[config.mk]
export PLATFORM = sky130hd
export DESIGN_NAME = circle_draw_param
export DESIGN_NICKNAME = d
export VERILOG_FILES = /design/src/rtl/circle_draw_param.sv
export SDC_FILE = /design/constraint.sdc
export NUM_CORES = 1
export LEC_CHECK = 0
export BUFFER_PORTS_ARGS = -buffer_cell sky130_fd_sc_hd__buf_2
export CORE_ASPECT_RATIO = 0.75
export CORE_MARGIN = 5
export CORE_UTILIZATION = 44
export CTS_BUF_LIST = sky130_fd_sc_hd__clkbuf_8
export DETAILED_ROUTE_END_ITERATION = 7
export GPL_TIMING_DRIVEN = 0
export PLACE_DENSITY = 0.61
export SLEW_MARGIN = 20
export SYNTH_ARGS = -nofsm -noshare
export SYNTH_HDL_FRONTEND = slang
export SYNTH_SLANG_ARGS = --single-unit
[constraint.sdc]
create_clock -name clk -period 6.3 [get_ports clk]
set_clock_uncertainty 0.05 [all_clocks]
set_input_delay 1.575 -clock clk [delete_from_list [all_inputs] [get_ports clk]]
set_output_delay 1.575 -clock clk [all_outputs]
set_load 0.005 [all_outputs]
[src/rtl/circle_draw_param.sv]
// circle_draw_param
// Draws a Bresenham circle outline into a SCREEN_W x SCREEN_H frame buffer,
// one pixel per clock, through the VGA adapter's x/y/colour/plot port.
// Pixels that fall off-screen are clipped: the cycle is still spent, but the
// plot strobe stays low. When mode=1, a clear pass first fills the whole
// screen with bg_colour.
//
// Ports:
//   clk, rst            clock and synchronous active-high reset
//   start               level request; accepted only in IDLE
//   mode                0 = outline only, 1 = clear screen then outline
//   centre_x/centre_y   circle centre (unsigned)
//   radius              circle radius (unsigned)
//   colour, bg_colour   outline colour and clear colour
//   done                operation finished; held until start falls
//   busy                operation in progress
//   vga_x, vga_y,       registered pixel coordinate and colour
//   vga_colour
//   vga_plot            registered write strobe that qualifies the pixel
module circle_draw_param #(
  parameter int SCREEN_W = 160,
  parameter int SCREEN_H = 120,
  parameter int X_W      = 8,
  parameter int Y_W      = 7,
  parameter int R_W      = 8,
  parameter int C_W      = 3
) (
  input  logic           clk,
  input  logic           rst,
  input  logic           start,
  input  logic           mode,
  input  logic [X_W-1:0] centre_x,
  input  logic [Y_W-1:0] centre_y,
  input  logic [R_W-1:0] radius,
  input  logic [C_W-1:0] colour,
  input  logic [C_W-1:0] bg_colour,
  output logic           done,
  output logic           busy,
  output logic [X_W-1:0] vga_x,
  output logic [Y_W-1:0] vga_y,
  output logic [C_W-1:0] vga_colour,
  output logic           vga_plot
);

  // Arithmetic width: the widest operand plus a sign bit and one guard bit,
  // so that centre +/- radius and the decision variable can never overflow.
  localparam int MXY = (X_W > Y_W) ? X_W : Y_W;
  localparam int AW  = ((MXY > R_W) ? MXY : R_W) + 2;

  localparam logic signed [AW-1:0] ZERO = {AW{1'b0}};
  localparam logic signed [AW-1:0] ONE  = {{(AW-1){1'b0}}, 1'b1};
  localparam logic signed [AW-1:0] W_S  = AW'(SCREEN_W);
  localparam logic signed [AW-1:0] H_S  = AW'(SCREEN_H);
  localparam logic [X_W-1:0] X_LAST = X_W'(SCREEN_W - 1);
  localparam logic [Y_W-1:0] Y_LAST = Y_W'(SCREEN_H - 1);

  typedef enum logic [3:0] {
    S_IDLE, S_CLEAR, S_INIT,
    S_OCT0, S_OCT1, S_OCT2, S_OCT3, S_OCT4, S_OCT5, S_OCT6, S_OCT7,
    S_STEP, S_DONE
  } state_t;

  state_t state, state_nx;

  // Operands latched when the request is accepted, so inputs that change
  // mid-operation have no effect.
  logic [X_W-1:0] cx, cx_nx;
  logic [Y_W-1:0] cy, cy_nx;
  logic [R_W-1:0] rad, rad_nx;
  logic [C_W-1:0] col, col_nx;
  logic [C_W-1:0] bg, bg_nx;

  // Octant offsets and the Bresenham decision variable.
  logic signed [AW-1:0] ox, ox_nx, oy, oy_nx, crit, crit_nx;
  logic signed [AW-1:0] oy_inc, ox_step, rad_s;

  // Clear-pass scan position.
  logic [X_W-1:0] clr_x, clr_x_nx;
  logic [Y_W-1:0] clr_y, clr_y_nx;

  // Pixel for the state being entered next.
  logic signed [AW-1:0] px, py, cxs, cys;
  logic                 pix_on, in_range;

  assign rad_s   = $signed({{(AW-R_W){1'b0}}, rad});
  assign oy_inc  = oy + ONE;
  // x steps inward only when the midpoint lies outside the circle.
  assign ox_step = (crit <= ZERO) ? ox : (ox - ONE);

  // Next-state and datapath update logic.
  always_comb begin
    state_nx = state;
    cx_nx    = cx;
    cy_nx    = cy;
    rad_nx   = rad;
    col_nx   = col;
    bg_nx    = bg;
    ox_nx    = ox;
    oy_nx    = oy;
    crit_nx  = crit;
    clr_x_nx = clr_x;
    clr_y_nx = clr_y;
    case (state)
      S_IDLE: begin
        if (start) begin
          cx_nx    = centre_x;
          cy_nx    = centre_y;
          rad_nx   = radius;
          col_nx   = colour;
          bg_nx    = bg_colour;
          clr_x_nx = {X_W{1'b0}};
          clr_y_nx = {Y_W{1'b0}};
          state_nx = mode ? S_CLEAR : S_INIT;
        end else begin
          state_nx = S_IDLE;
        end
      end
      S_CLEAR: begin
        // x outer, y inner scan.
        if (clr_y == Y_LAST) begin
          clr_y_nx = {Y_W{1'b0}};
          if (clr_x == X_LAST) begin
            clr_x_nx = {X_W{1'b0}};
            state_nx = S_INIT;
          end else begin
            clr_x_nx = clr_x + {{(X_W-1){1'b0}}, 1'b1};
          end
        end else begin
          clr_y_nx = clr_y + {{(Y_W-1){1'b0}}, 1'b1};
        end
      end
      S_INIT: begin
        ox_nx   = rad_s;
        oy_nx   = ZERO;
        crit_nx = ONE - rad_s;
        // oy=0 <= ox always holds, so at least one octant pass runs.
        if (ZERO <= rad_s) begin
          state_nx = S_OCT0;
        end else begin
          state_nx = S_DONE;
        end
      end
      S_OCT0, S_OCT1, S_OCT2, S_OCT3, S_OCT4, S_OCT5, S_OCT6: begin
        state_nx = state_t'(state + 4'd1);
      end
      S_OCT7: begin
        state_nx = S_STEP;
      end
      S_STEP: begin
        oy_nx = oy_inc;
        ox_nx = ox_step;
        if (crit <= ZERO) begin
          crit_nx = crit + (oy_inc <<< 1) + ONE;
        end else begin
          crit_nx = crit + ((oy_inc - ox_step) <<< 1) + ONE;
        end
        if (oy_inc <= ox_step) begin
          state_nx = S_OCT0;
        end else begin
          state_nx = S_DONE;
        end
      end
      S_DONE: begin
        if (start) begin
          state_nx = S_DONE;
        end else begin
          state_nx = S_IDLE;
        end
      end
      default: begin
        state_nx = S_IDLE;
      end
    endcase
  end

  assign cxs = $signed({{(AW-X_W){1'b0}}, cx_nx});
  assign cys = $signed({{(AW-Y_W){1'b0}}, cy_nx});

  // Pixel for the upcoming state, so the registered outputs line up with it.
  always_comb begin
    px     = ZERO;
    py     = ZERO;
    pix_on = 1'b1;
    case (state_nx)
      S_CLEAR: begin
        px = $signed({{(AW-X_W){1'b0}}, clr_x_nx});
        py = $signed({{(AW-Y_W){1'b0}}, clr_y_nx});
      end
      S_OCT0: begin px = cxs + ox_nx; py = cys + oy_nx; end
      S_OCT1: begin px = cxs + oy_nx; py = cys + ox_nx; end
      S_OCT2: begin px = cxs - oy_nx; py = cys + ox_nx; end
      S_OCT3: begin px = cxs - ox_nx; py = cys + oy_nx; end
      S_OCT4: begin px = cxs - ox_nx; py = cys - oy_nx; end
      S_OCT5: begin px = cxs - oy_nx; py = cys - ox_nx; end
      S_OCT6: begin px = cxs + oy_nx; py = cys - ox_nx; end
      S_OCT7: begin px = cxs + ox_nx; py = cys - oy_nx; end
      default: begin
        pix_on = 1'b0;
      end
    endcase
  end

  assign in_range = (px >= ZERO) && (px < W_S) && (py >= ZERO) && (py < H_S);

  // State, datapath and registered output update.
  always_ff @(posedge clk) begin
    if (rst) begin
      state      <= S_IDLE;
      cx         <= {X_W{1'b0}};
      cy         <= {Y_W{1'b0}};
      rad        <= {R_W{1'b0}};
      col        <= {C_W{1'b0}};
      bg         <= {C_W{1'b0}};
      ox         <= ZERO;
      oy         <= ZERO;
      crit       <= ZERO;
      clr_x      <= {X_W{1'b0}};
      clr_y      <= {Y_W{1'b0}};
      done       <= 1'b0;
      busy       <= 1'b0;
      vga_x      <= {X_W{1'b0}};
      vga_y      <= {Y_W{1'b0}};
      vga_colour <= {C_W{1'b0}};
      vga_plot   <= 1'b0;
    end else begin
      state    <= state_nx;
      cx       <= cx_nx;
      cy       <= cy_nx;
      rad      <= rad_nx;
      col      <= col_nx;
      bg       <= bg_nx;
      ox       <= ox_nx;
      oy       <= oy_nx;
      crit     <= crit_nx;
      clr_x    <= clr_x_nx;
      clr_y    <= clr_y_nx;
      done     <= (state_nx == S_DONE);
      busy     <= (state_nx != S_IDLE) && (state_nx != S_DONE);
      vga_plot <= pix_on && in_range;
      if (pix_on) begin
        // Clipped pixels still load the truncated coordinate; it is unused.
        vga_x      <= px[X_W-1:0];
        vga_y      <= py[Y_W-1:0];
        vga_colour <= (state_nx == S_CLEAR) ? bg_nx : col_nx;
      end else begin
        vga_x      <= vga_x;
        vga_y      <= vga_y;
        vga_colour <= vga_colour;
      end
    end
  end

endmodule

Word level (Yosys, flattened, before mapping) --
Index checks and enable logic that the tools add are counted.
Cells by class: reduce and logical (&&, ||, !) cells 19, div/mod/pow operators 0, shifts and indexed selects 0, $lt $le $gt $ge 7, muxes and demuxes 32, multiply operators 0, equality and inequality tests 25, add/sub/neg operators 19, bitwise operators 0
Operator list (count):
- $pmux 10 s5 | 2
- $pmux 10 s2 | 3
- $mux 8 | 5
- $eq 4x4->1 const B | 9
- $eq 4x3->1 const B | 8
- $add 10x2->10 const B | 3
- $mux 7 | 4
- $pmux 4 s7 | 1
- $add 10x10->10 | 2
- $add 8x10->10 | 2
- $add 9x10->10 | 2
- $ge 10x1->1 const B | 2
- $mux 10 | 2
- $mux 4 | 5
- $sub 8x10->10 | 2
- $sub 9x10->10 | 2
- $pmux 8 s2 | 1
- $reduce_or 2->1 | 8
- $mux 3 | 5
- $pmux 7 s2 | 1
- $eq 4x2->1 const B | 3
- $le 10x1->1 const B | 1
- $le 10x10->1 | 1
- $lt 10x8->1 const B | 1
- other kinds (21) | 27
Storage, ports and cells: output and inout port bits 21, input port bits 33, register bits after elaboration 99, memory bits (writable) 0, latch bits 0, memories kept 0, ROM bits 0

Logic depth before layout (Yosys ltp) --
Gate-level depths: netlist of the first run.
depth in word-level cells 13, depth in mapped cells 31, mapped depth without buffers 29

Worst setup path before layout of the first run --
No wires, ideal clock.
path kind register to register, start point reg ox[0], end point reg vga_plot, setup time 0.079 ns, arrival time 6.096 ns, data required time 6.171 ns, setup slack 0.074 ns, path buffers 2, cell stages (with the launch flop) 30, period minus slack after synthesis 6.226 ns, cells stage by stage dfxtp_1 -> inv_1 -> ha_1 -> or3b_2 -> a31oi_1 -> nand2_1 -> xor2_1 -> ha_1 -> and4_1 -> a32oi_1 -> nor2_1 -> or3_1 -> clkbuf_1 -> o211ai_1 -> and2_1 -> clkbuf_1 -> o221ai_1 -> mux2_2 -> ha_1 -> a21o_1 -> a21oi_1 -> nor2b_1 -> o21a_1 -> nor4_1 -> nor3_1 -> xor2_1 -> a22oi_1 -> a21oi_1 -> or4_1 -> a211oi_2
On the way: cells in the longest elaborated chain, start to end 13
Ends and longest elaborated chain:
- from (decl) | line 74 | logic signed [AW-1:0] ox, ox_nx, oy, oy_nx, crit, crit_nx;
- from (signal assigned) | line 232 | ox <= ox_nx;
- $sub 10x2->10 | line 88 | assign ox_step = (crit <= ZERO) ? ox : (ox - ONE);
- $mux 10 | line 88
- $le 10x10->1 | line 157 | if (oy_inc <= ox_step) begin
- $mux 4 | line 157
- $pmux 4 s7 | line 103 | case (state)
- $eq 4x4->1, or another cell as far along | line 184 | case (state_nx)
- $reduce_or 2->1 (no line)
- $pmux 10 s5 | line 184
- $ge 10x1->1 or $lt 10x9->1 (tied branches) | line 203 | assign in_range = (px >= ZERO) && (px < W_S) && (py >= ZERO) && (py < H_S);
- $logic_and 1x1->1 (3 in a row) | line 203
- $logic_and 1x1->1 * | line 239 | vga_plot <= pix_on && in_range;
- to (signal assigned) | line 239
- to (decl) | line 42 | output logic vga_plot
Mark *: on every way between the ends. The rest lies on a longest branch, timed or not. A chain may end at the register's enable or synchronous reset.

Worst setup path after layout of the first run --
start point reg ox[1], end point reg vga_plot
The elaborated chain is that of the path after synthesis.

==> results of run 1 <==
layout make-up:
type	instances	area, µm²	area share
Multi-Input combinational cell	875	6112	0.6308
Sequential cell	99	1992	0.2056
Timing Repair Buffer	102	668.1	0.06896
Tap cell	242	302.8	0.03125
Buffer	51	244.0	0.02518
Clock buffer	10	137.6	0.01420
Inverter	36	137.6	0.01420
Clock inverter	6	95.09	0.009814
path summary, 6_finish.rpt:
| path | start | endpoint | slack, ps | cells past startpoint |
|---|---|---|---|---|
| worst min register to register | bg[1] | bg[1] | 410 | 2 |
| worst min-delay path | bg[1] | bg[1] | 410 | 2 |
| worst max-delay path | ox[1] | vga_plot | 70 | 27 |
| worst max register to register | ox[1] | vga_plot | 70 | 27 |
cell usage after synthesis, drive strengths merged, types with 14 or more instances:
library cell    n
xor2           24
nand2         146
buf            19
a21o           19
ha             52
nand3          18
clkbuf         38
nor3           30
xnor2          43
a211oi         14
o21ai          59
dfxtp          99
inv            36
nor2b          28
nor2           99
nand2b         17
a21oi          99
cells by family (layout without fill, tap and decap cells):
family / Yosys count / in the layout
compound gates: 320 / 320
fa+ha+maj: 57 / 57
mux: 22 / 22
flops: 99 / 99
simple gates: 409 / 409
buf+inv: 93 / 205
xor+xnor: 67 / 67
power by group:
group	leakage (nW)	switching (mW)	internal, mW
sequential	0.808	0.0536	0.684
clock	0.117	0.257	0.239
combinational	3.11	0.963	0.766
total	4.03	1.27	1.69
sequential cells by signal, summed over array words and instances (netlist names), 3 cells and up:
register	count
crit	10
ox	10
oy	10
clr_x	8
cx	8
rad	8
vga_x	8
clr_y	7
cy	7
vga_y	7
state	4
bg	3
col	3
vga_colour	3
per-layer routing:
metal / global-route usage / part of all wire / wire length, µm
met5: 0 / 0 / 0
met4: 0.04810 / 0.014 / 391
met3: 0.06825 / 0.097 / 2679
met2: 0.3333 / 0.39 / 10660
met1: 0.3941 / 0.50 / 13810
repair_timing:
| action | in CTS | in global routing |
|---|---|---|
| resized for setup | 50 | 59 |
| pin swaps | 15 | 43 |
| buffers inserted | 19 | 31 |
| setup endpoints to repair | 12 | 1 |
critical path, stage by stage (launching register included):
cell and delay (ps):
dfxtp_4 380, inv_4 70, ha_4 140, or3b_4 400
a31oi_4 270, nand2b_1 110, xor2_1 170, ha_1 350
a21o_1 170, a221o_1 400, buf_6 140, a21o_4 230
a21oi_4 240, o211ai_1 220, o221a_4 220, buf_12 140
a221o_1 360, ha_4 280, a21oi_2 160, nor2b_1 60
o21a_2 250, buf_4 160, nor3_2 190, a21oi_2 50
o211ai_1 230, a21oi_2 90, or4_4 490, a211oi_2 140
==> reports/qor.yml, run 1 <==
place:
  dp.cells: 1361
  place_congestion: 0.9538
  dp_slack_ps: -1264
  placed_cell_area_um2: 8652
  dp_hpwl_um: 20840
  io_buffers: 52
yosys:
  yosys.area_share.xor_xnor: 0.07260
  synthTopCellsByArea: "dfxtp_1 25%, ha_1 8.0%, nand2_1 6.7%"
  synth_mux_area_frac: 0.02879
  yosys_warnings: 0
  synthFlopType: "dfxtp_1"
  yosysUniqueCellTypes: 84
  synthArstFlopShare: 0
  netlist_area_um2: 8083
  ys_ff_latch: 99
  synth-adder-area-share: 0.09288
  synth_edf_count: 0
  synth_top_cell_area_share: 0.2452
  yosysTopAreaCell: "dfxtp_1"
  yosysSeqAreaShare: 0.2452
  syn_area_per_cell_um2: 7.575
  synth_top_family_by_area: "compound AO/OA/AOI/OAI gates"
  syn-num-nets: 1157
  synth_compound_area_frac: 0.2655
  synthSimpleGateAreaFrac: 0.2477
  synthCells: 1067
floorplanning:
  die_area_um2: 21210
  io_pins: 54
  start_util: 0.4524
  die_x_um: 166.5
  core-area_um2: 17870
  dieHeight_um: 127.4
  rows: 42
global_routing:
  antenna_found_initial: 0
  grt_usage: 0.2493
  grt_pass1_vias: 7598
  grt_pass1_wl_um: 42220
  grt_max_degree: 18
  grt_remaining_overflow: 0
cells_and_area:
  most-common-layout-cells: "142 x nand2_1, 96 x nor2_1, 95 x dfxtp_1"
  drive_above_1_share: 0.1993
  n_fill_cell: 1787
  stdcell_count: 1421
  fin_area_um2: 9689
  layout_commonest_cell: "nand2_1"
  num_antenna_cells: 0
  post-route-util: 0.5423
  syn_to_final_growth_pct: 19.88
  nNetsFinal: 1264
clock_network:
  clk_pin_slew_worst_paths_ps: 110
  clk_latency_ps: 400
  cts_tree: "built"
  holdBufCountCts: 0
  cts.sinks: 99
  clk_path_buf_depth: 2
  htree_levels: 3
  cts-root-buf: "clkbuf_8"
  cts_buffers: 9
critical_path:
  cp-end-kind: "flip-flop"
  cp.required_ps: 6570
  path_class: "reg -> reg"
  cp.arrival_ps: 6500
  crit_path_start_kind: "flip-flop"
  cp_max_fo: 6
sta:
  tns_ps: 0
  finalSetupViolCount: 0
  setup_ws_ps: 74.73
  hold_viol_final: 0
  max-slew-margin-rel: 0.3680
  fmax_mhz: 160.6
  period_needed_ps: 6225
  slew_violations: 0
  min_period_over_period: 0.9881
  tightest_slew_ps: 948.1
  whs_ps: 413.7
detailed_routing:
  dr.first_iter.drc_count: 1056
  wl_per_cell_um: 19.38
  antenna_left: 0
  vias: 8400
  avgViaCountPerCell: 5.911
  first_pass_iters: 7
  wl_um: 27540
  drc: 0
hold_path:
  hold_path.class: "reg -> reg"
pwr:
  powerDensity_nw_per_um2: 305.8
  ir_drop_mv: 0.1685
  finalPower_mw: 2.963
  p_leak_nw: 4.034
job:
  drv_cap: 0
run_status:
  status: "finished clean"
Power figures use the tool's default switching activity.
==> inputs of run 2 (changes only) <==
Settings changed: CORE_UTILIZATION 44 to 35, PLACE_DENSITY 0.61 to 0.51, SETUP_SLACK_MARGIN set to 0.2.
==> run 2 against run 1 <==
Against the previous run:
- the run now ends with negative setup slack left
- count of clock-buffer cells in the layout decreased by 1
- die area increased by 24%
- final cell count increased by 5.6%
- combinational power increased by 3%
- first-iteration DRC count increased by 4.9%
- sequential cell count unchanged
- via count increased by 0.88%
- sequential power about the same
- setup slack got worse by 170 ps
- routed wire length increased by 7.7%
- hold slack got worse by 1.4 ps
- critical path type unchanged
- largest cell class unchanged
- largest power group unchanged
- highest routed layer unchanged
==> reports/qor.yml, run 2 (synthesized netlist as in run 1, its figures left out) <==
run_status:
  status: "finished, violations left"
  violations: "negative setup slack"
hold_path:
  hold_path.class: "reg -> reg"
  min-delay-start: "col[1]"
  min_path_cells: 2
critical_path:
  crit_end: "vga_plot"
  startpoint: "ox[0]"
  cp.arrival_ps: 6650
  r2r-start: "ox[0]"
  cp_max_fo: 5
  max_stage_delay_ps: 510
  path_class: "reg -> reg"
  cp_slowest_cell: "or4_1"
  cp.required_ps: 6560
  ff2ff_setup_slack_ps: -90
  crit_path_start_kind: "flip-flop"
  r2r_end: "vga_plot"
  worst_r2r_path_depth: 29
  cp-end-kind: "flip-flop"
cells_and_area:
  reg_top3: "crit: 10 flops, ox: 10 flops, oy: 10 flops"
  most-common-layout-cells: "141 x nand2_1, 95 x nor2_1, 91 x dfxtp_1"
  syn_to_final_growth_pct: 21.63
  stdcell_count: 1500
  layout_commonest_cell: "nand2_1"
  nNetsFinal: 1286
  multiInputGateArea_um2: 6092
  n_fill_cell: 2394
  regArea_um2: 1994
  drive_above_1_share: 0.2150
  num_antenna_cells: 0
sta:
  min_period_over_period: 1.014
  fmax_mhz: 156.5
  setup_ws_ps: -91.16
  tightest_slew_ps: 890.8
  max-slew-margin-rel: 0.4062
  finalSetupViolCount: 1
  hold_viol_final: 0
  period_needed_ps: 6391
  whs_ps: 412.3
  rsz0062_at_grt: "true"
  slew_violations: 0
floorplanning:
  die_x_um: 185.5
  die_area_um2: 26260
  rows: 48
  dieHeight_um: 141.6
  core-area_um2: 22880
  start_util: 0.3532
  io_pins: 54
detailed_routing:
  antenna_left: 0
  drc: 0
  wl_um: 29650
  avgViaCountPerCell: 5.649
  top_layer: "met4"
  dr_wl_met2_um: 11330
  first_pass_iters: 6
  dr.first_iter.drc_count: 1108
  routedLengthMet1_um: 15500
  dr_wl_met3_um: 2430
  wl_per_cell_um: 19.76
  vias: 8474
clock_network:
  clk_pin_slew_worst_paths_ps: 120
  clk_path_buf_depth: 2
  holdBufCountCts: 0
  clk_latency_ps: 400
  cts_buffers: 9
  htree_levels: 3
  cts-root-buf: "clkbuf_8"
  cts.sinks: 99
  cts_tree: "built"
pwr:
  finalPower_mw: 2.939
  ir_drop_mv: 0.1548
  p_leak_nw: 4.070
  powerDensity_nw_per_um2: 299.0
place:
  place_congestion: 0.8919
  dp.cells: 1419
  dp_hpwl_um: 22150
  io_buffers: 52
global_routing:
  antenna_found_initial: 0
  grt_remaining_overflow: 0
  grt_pass1_vias: 7662
  grt_max_degree: 18
  grt_usage: 0.2183
  grt_pass1_wl_um: 44400
job:
  drv_cap: 0
[run 2: cell types whose count changed in the layout (fill, tap and decap cells not counted), moves of 3 or more]
cell | previous run | this run
buf_4 | 46 | 66
dfxtp_2 | 2 | 7
clkbuf_2 | 0 | 4
dfxtp_1 | 95 | 91
o21ai_2 | 4 | 1
[run 2: cell type report]
cell class,instances,share of cell area
flip-flops and latches,99,0.2029
inverters,36,0.01375
plain buffers,57,0.03118
clock inverters,6,0.004836
clock buffers,9,0.01260
repair buffers,118,0.07687
multi-input cells,875,0.6197
well taps,300,0.03818
[run 2: worst max-delay path: cells and delay by family, from the launching register on]
family,cells,cell delay [ps]
and+or+nand+nor,12,2510
AOI/OAI and AO/OA,8,1540
DFF,1,350
xor gates and xnor gates,2,320
adders and majority gates,4,1140
buffers and inverters,2,210
muxes,1,170
[run 2: through the flow]
stage	worst slack (ps)	utilization	cell area, µm²	TNS [ps]
CTS	60.58	0.4185	9575	0
global route	-262.8	0.4296	9831	-262.8
floorplan	202.9	-	8118	0
detailed placement	-1260	0.3825	8753	-3573
finish	-91.16	0.4296	9831	-91.16
global placement	-1231	0.3825	8753	-3392
[run 2: power by group]
group / switching [mW] / total (mW) / internal (mW) / leakage, nW
registers: 0.0524 / 0.737 / 0.684 / 0.809
logic: 0.997 / 1.79 / 0.788 / 3.17
clock network: 0.270 / 0.417 / 0.147 / 0.0869
[run 2: repair_timing]
item	4_1_cts	5_1_grt
gates cloned	0	0
endpoints found under the setup margin	12	2
pin swaps	34	41
resized for setup	74	39
buffers inserted	48	18
[run 2: worst min-delay path by stage]
stage	endpoint	slack, ps
after floorplan	col[0]	390
after global placement	bg[2]	390
after detailed placement	vga_x[7]	400
after CTS	vga_x[7]	410
after global routing	col[1]	440
final	col[1]	410
[run 2: per-layer routing]
| metal | vias to the layer above | track usage |
|---|---|---|
| li1 | 4127 | - |
| met1 | 4010 | 0.3584 |
| met2 | 314 | 0.2849 |
| met3 | 23 | 0.04357 |
| met4 | 0 | 0.04788 |
| met5 | - | 0 |
==> inputs of run 3 (changes only) <==
Clock period 6.3 ns to 5.2 ns, I/O delays scaled along.
==> run 3 against run 2 <==
Against the previous run:
- the flow still finishes with violations (negative setup slack)
- die area unchanged
- fmax increased by 2.3%
- via count decreased by 1.3%
- first-iteration DRC count decreased by 14%
- combinational power increased by 21%
- core utilization increased by 0.22 points
- setup slack got worse by 960 ps
- count of clock-buffer cells in the layout increased by 1
- non-clock buffer count decreased by 7
- global-route usage increased by 0.48 points
- clock power increased by 32%
- register-to-register slack got worse by 960 ps
==> reports/qor.yml, run 3 (synthesized netlist as in run 1, its figures left out) <==
floorplanning:
  core-area_um2: 22880
  start_util: 0.3532
  die_area_um2: 26260
  dieHeight_um: 141.6
  rows: 48
  io_pins: 54
  die_x_um: 185.5
detailed_routing:
  antenna_left: 0
  dr.first_iter.drc_count: 949
  avgViaCountPerCell: 5.597
  wl_per_cell_um: 19.59
  first_pass_iters: 5
  drc: 0
  vias: 8362
  wl_um: 29260
clock_network:
  cts_tree: "built"
  clk_latency_ps: 410
  cts.sinks: 99
  cts_buffers: 9
  clk_pin_slew_worst_paths_ps: 110
  cts-root-buf: "clkbuf_8"
  clk_path_buf_depth: 2
  htree_levels: 3
run_status:
  violations: "negative setup slack"
  status: "finished, violations left"
global_routing:
  use_met3: 0.05151
  grt_use_met2: 0.2920
  grt_usage: 0.2231
  grt_max_degree: 17
  grt_remaining_overflow: 0
  grt_pass1_wl_um: 45060
  antenna_found_initial: 0
  grt.busiest_layer: "met1"
  grt_pass1_vias: 7706
  use_met1: 0.3624
critical_path:
  cp.depth: 29
  cp_slowest_cell: "or4_4"
  critPathTopFamily: "simple AND/OR/NAND/NOR gates"
  max_stage_delay_ps: 490
  cp.required_ps: 5480
  worst_r2r_path_depth: 29
  cp.arrival_ps: 6520
  cp-end-kind: "flip-flop"
  crit_path_start_kind: "flip-flop"
  path_class: "reg -> reg"
  critical_path_buf_inv_count: 5
  cp_max_fo: 6
sta:
  period_needed_ps: 6249
  rsz0062_at_grt: "true"
  setup_ws_ps: -1049
  hold_viol_final: 0
  fmax_mhz: 160.0
  min_period_over_period: 1.202
  slew_violations: 0
  whs_ps: 406.6
  finalSetupViolCount: 8
  max-slew-margin-rel: 0.4291
  tightest_slew_ps: 844.2
place:
  io_buffers: 52
  placed_cell_area_um2: 8916
  dp_hpwl_um: 22280
  dp_slack_ps: -1543
  place_congestion: 0.8963
  dp.cells: 1419
cells_and_area:
  fin_area_um2: 9881
  layout_commonest_cell: "nand2_1"
  num_antenna_cells: 0
  most-common-layout-cells: "142 x nand2_1, 95 x nor2_1, 93 x dfxtp_1"
  n_fill_cell: 2333
  syn_to_final_growth_pct: 22.24
  nNetsFinal: 1279
  stdcell_count: 1494
  drive_above_1_share: 0.2144
  reg_top3: "crit: 10 flops, ox: 10 flops, oy: 10 flops"
job:
  drv_cap: 0
pwr:
  powerDensity_nw_per_um2: 365.8
  ir_drop_mv: 0.2296
  p_leak_nw: 4.085
hold_path:
  min_path_cells: 2
  hold_path.class: "reg -> reg"
run 3: cell count changes in the layout (fill, tap and decap cells not counted), sizes merged:
cell	before	now
bufinv	0	1
inv	40	38
clkinv	1	2
buf	138	132
run 3: metal layers:
metal  vias up  wire [µm]
li1       4104          -
met1      3946      15190
met2       293      11240
met3        19       2504
met4         0        322
met5         -          0
run 3: worst min-delay path, cell delays in order, from the launching register on:
cell and delay, ps:
dfxtp_1 320, nand2_1 50, a21oi_1 50
run 3: through the flow:
step	setup TNS, ps	total power, mW	util
after detailed placement	-8020	2.700	0.3897
after floorplan	-701.8	2.230	-
after global placement	-7901	2.711	0.3897
after global routing	-5968	3.875	0.4318
final	-3259	3.615	0.4318
after CTS	-2521	3.508	0.4247
run 3: where the power goes:
part / internal, mW / switching [mW] / total [mW]
clock network: 0.236 / 0.314 / 0.550
registers: 0.829 / 0.0623 / 0.891
logic: 0.966 / 1.21 / 2.17
run 3: what timing repair did:
item / in CTS / in global routing
gates resized for setup: 52 / 31
setup endpoints to repair: 19 / 17
setup buffers: 53 / 6
pin swaps: 39 / 32
hold buffers: 0 / 0
run 3: final timing paths:
| check | from | to | slack (ps) |
|---|---|---|---|
| setup / recovery | ox[1] | vga_plot | -1050 |
| setup reg to reg | ox[1] | vga_plot | -1050 |
| hold reg to reg | bg[2] | bg[2] | 410 |
| hold / removal | bg[2] | bg[2] | 410 |
run 3: final cells by class:
cell class / instances / area [µm²] / share of cell area
Buffer: 57 / 314.1 / 0.03178
Timing Repair Buffer: 111 / 718.2 / 0.07269
Inverter: 36 / 135.1 / 0.01368
Clock buffer: 10 / 137.6 / 0.01393
Clock inverter: 6 / 63.81 / 0.006458
Multi-Input combinational cell: 875 / 6142 / 0.6216
Sequential cell: 99 / 1994 / 0.2018
Tap cell: 300 / 375.4 / 0.03799
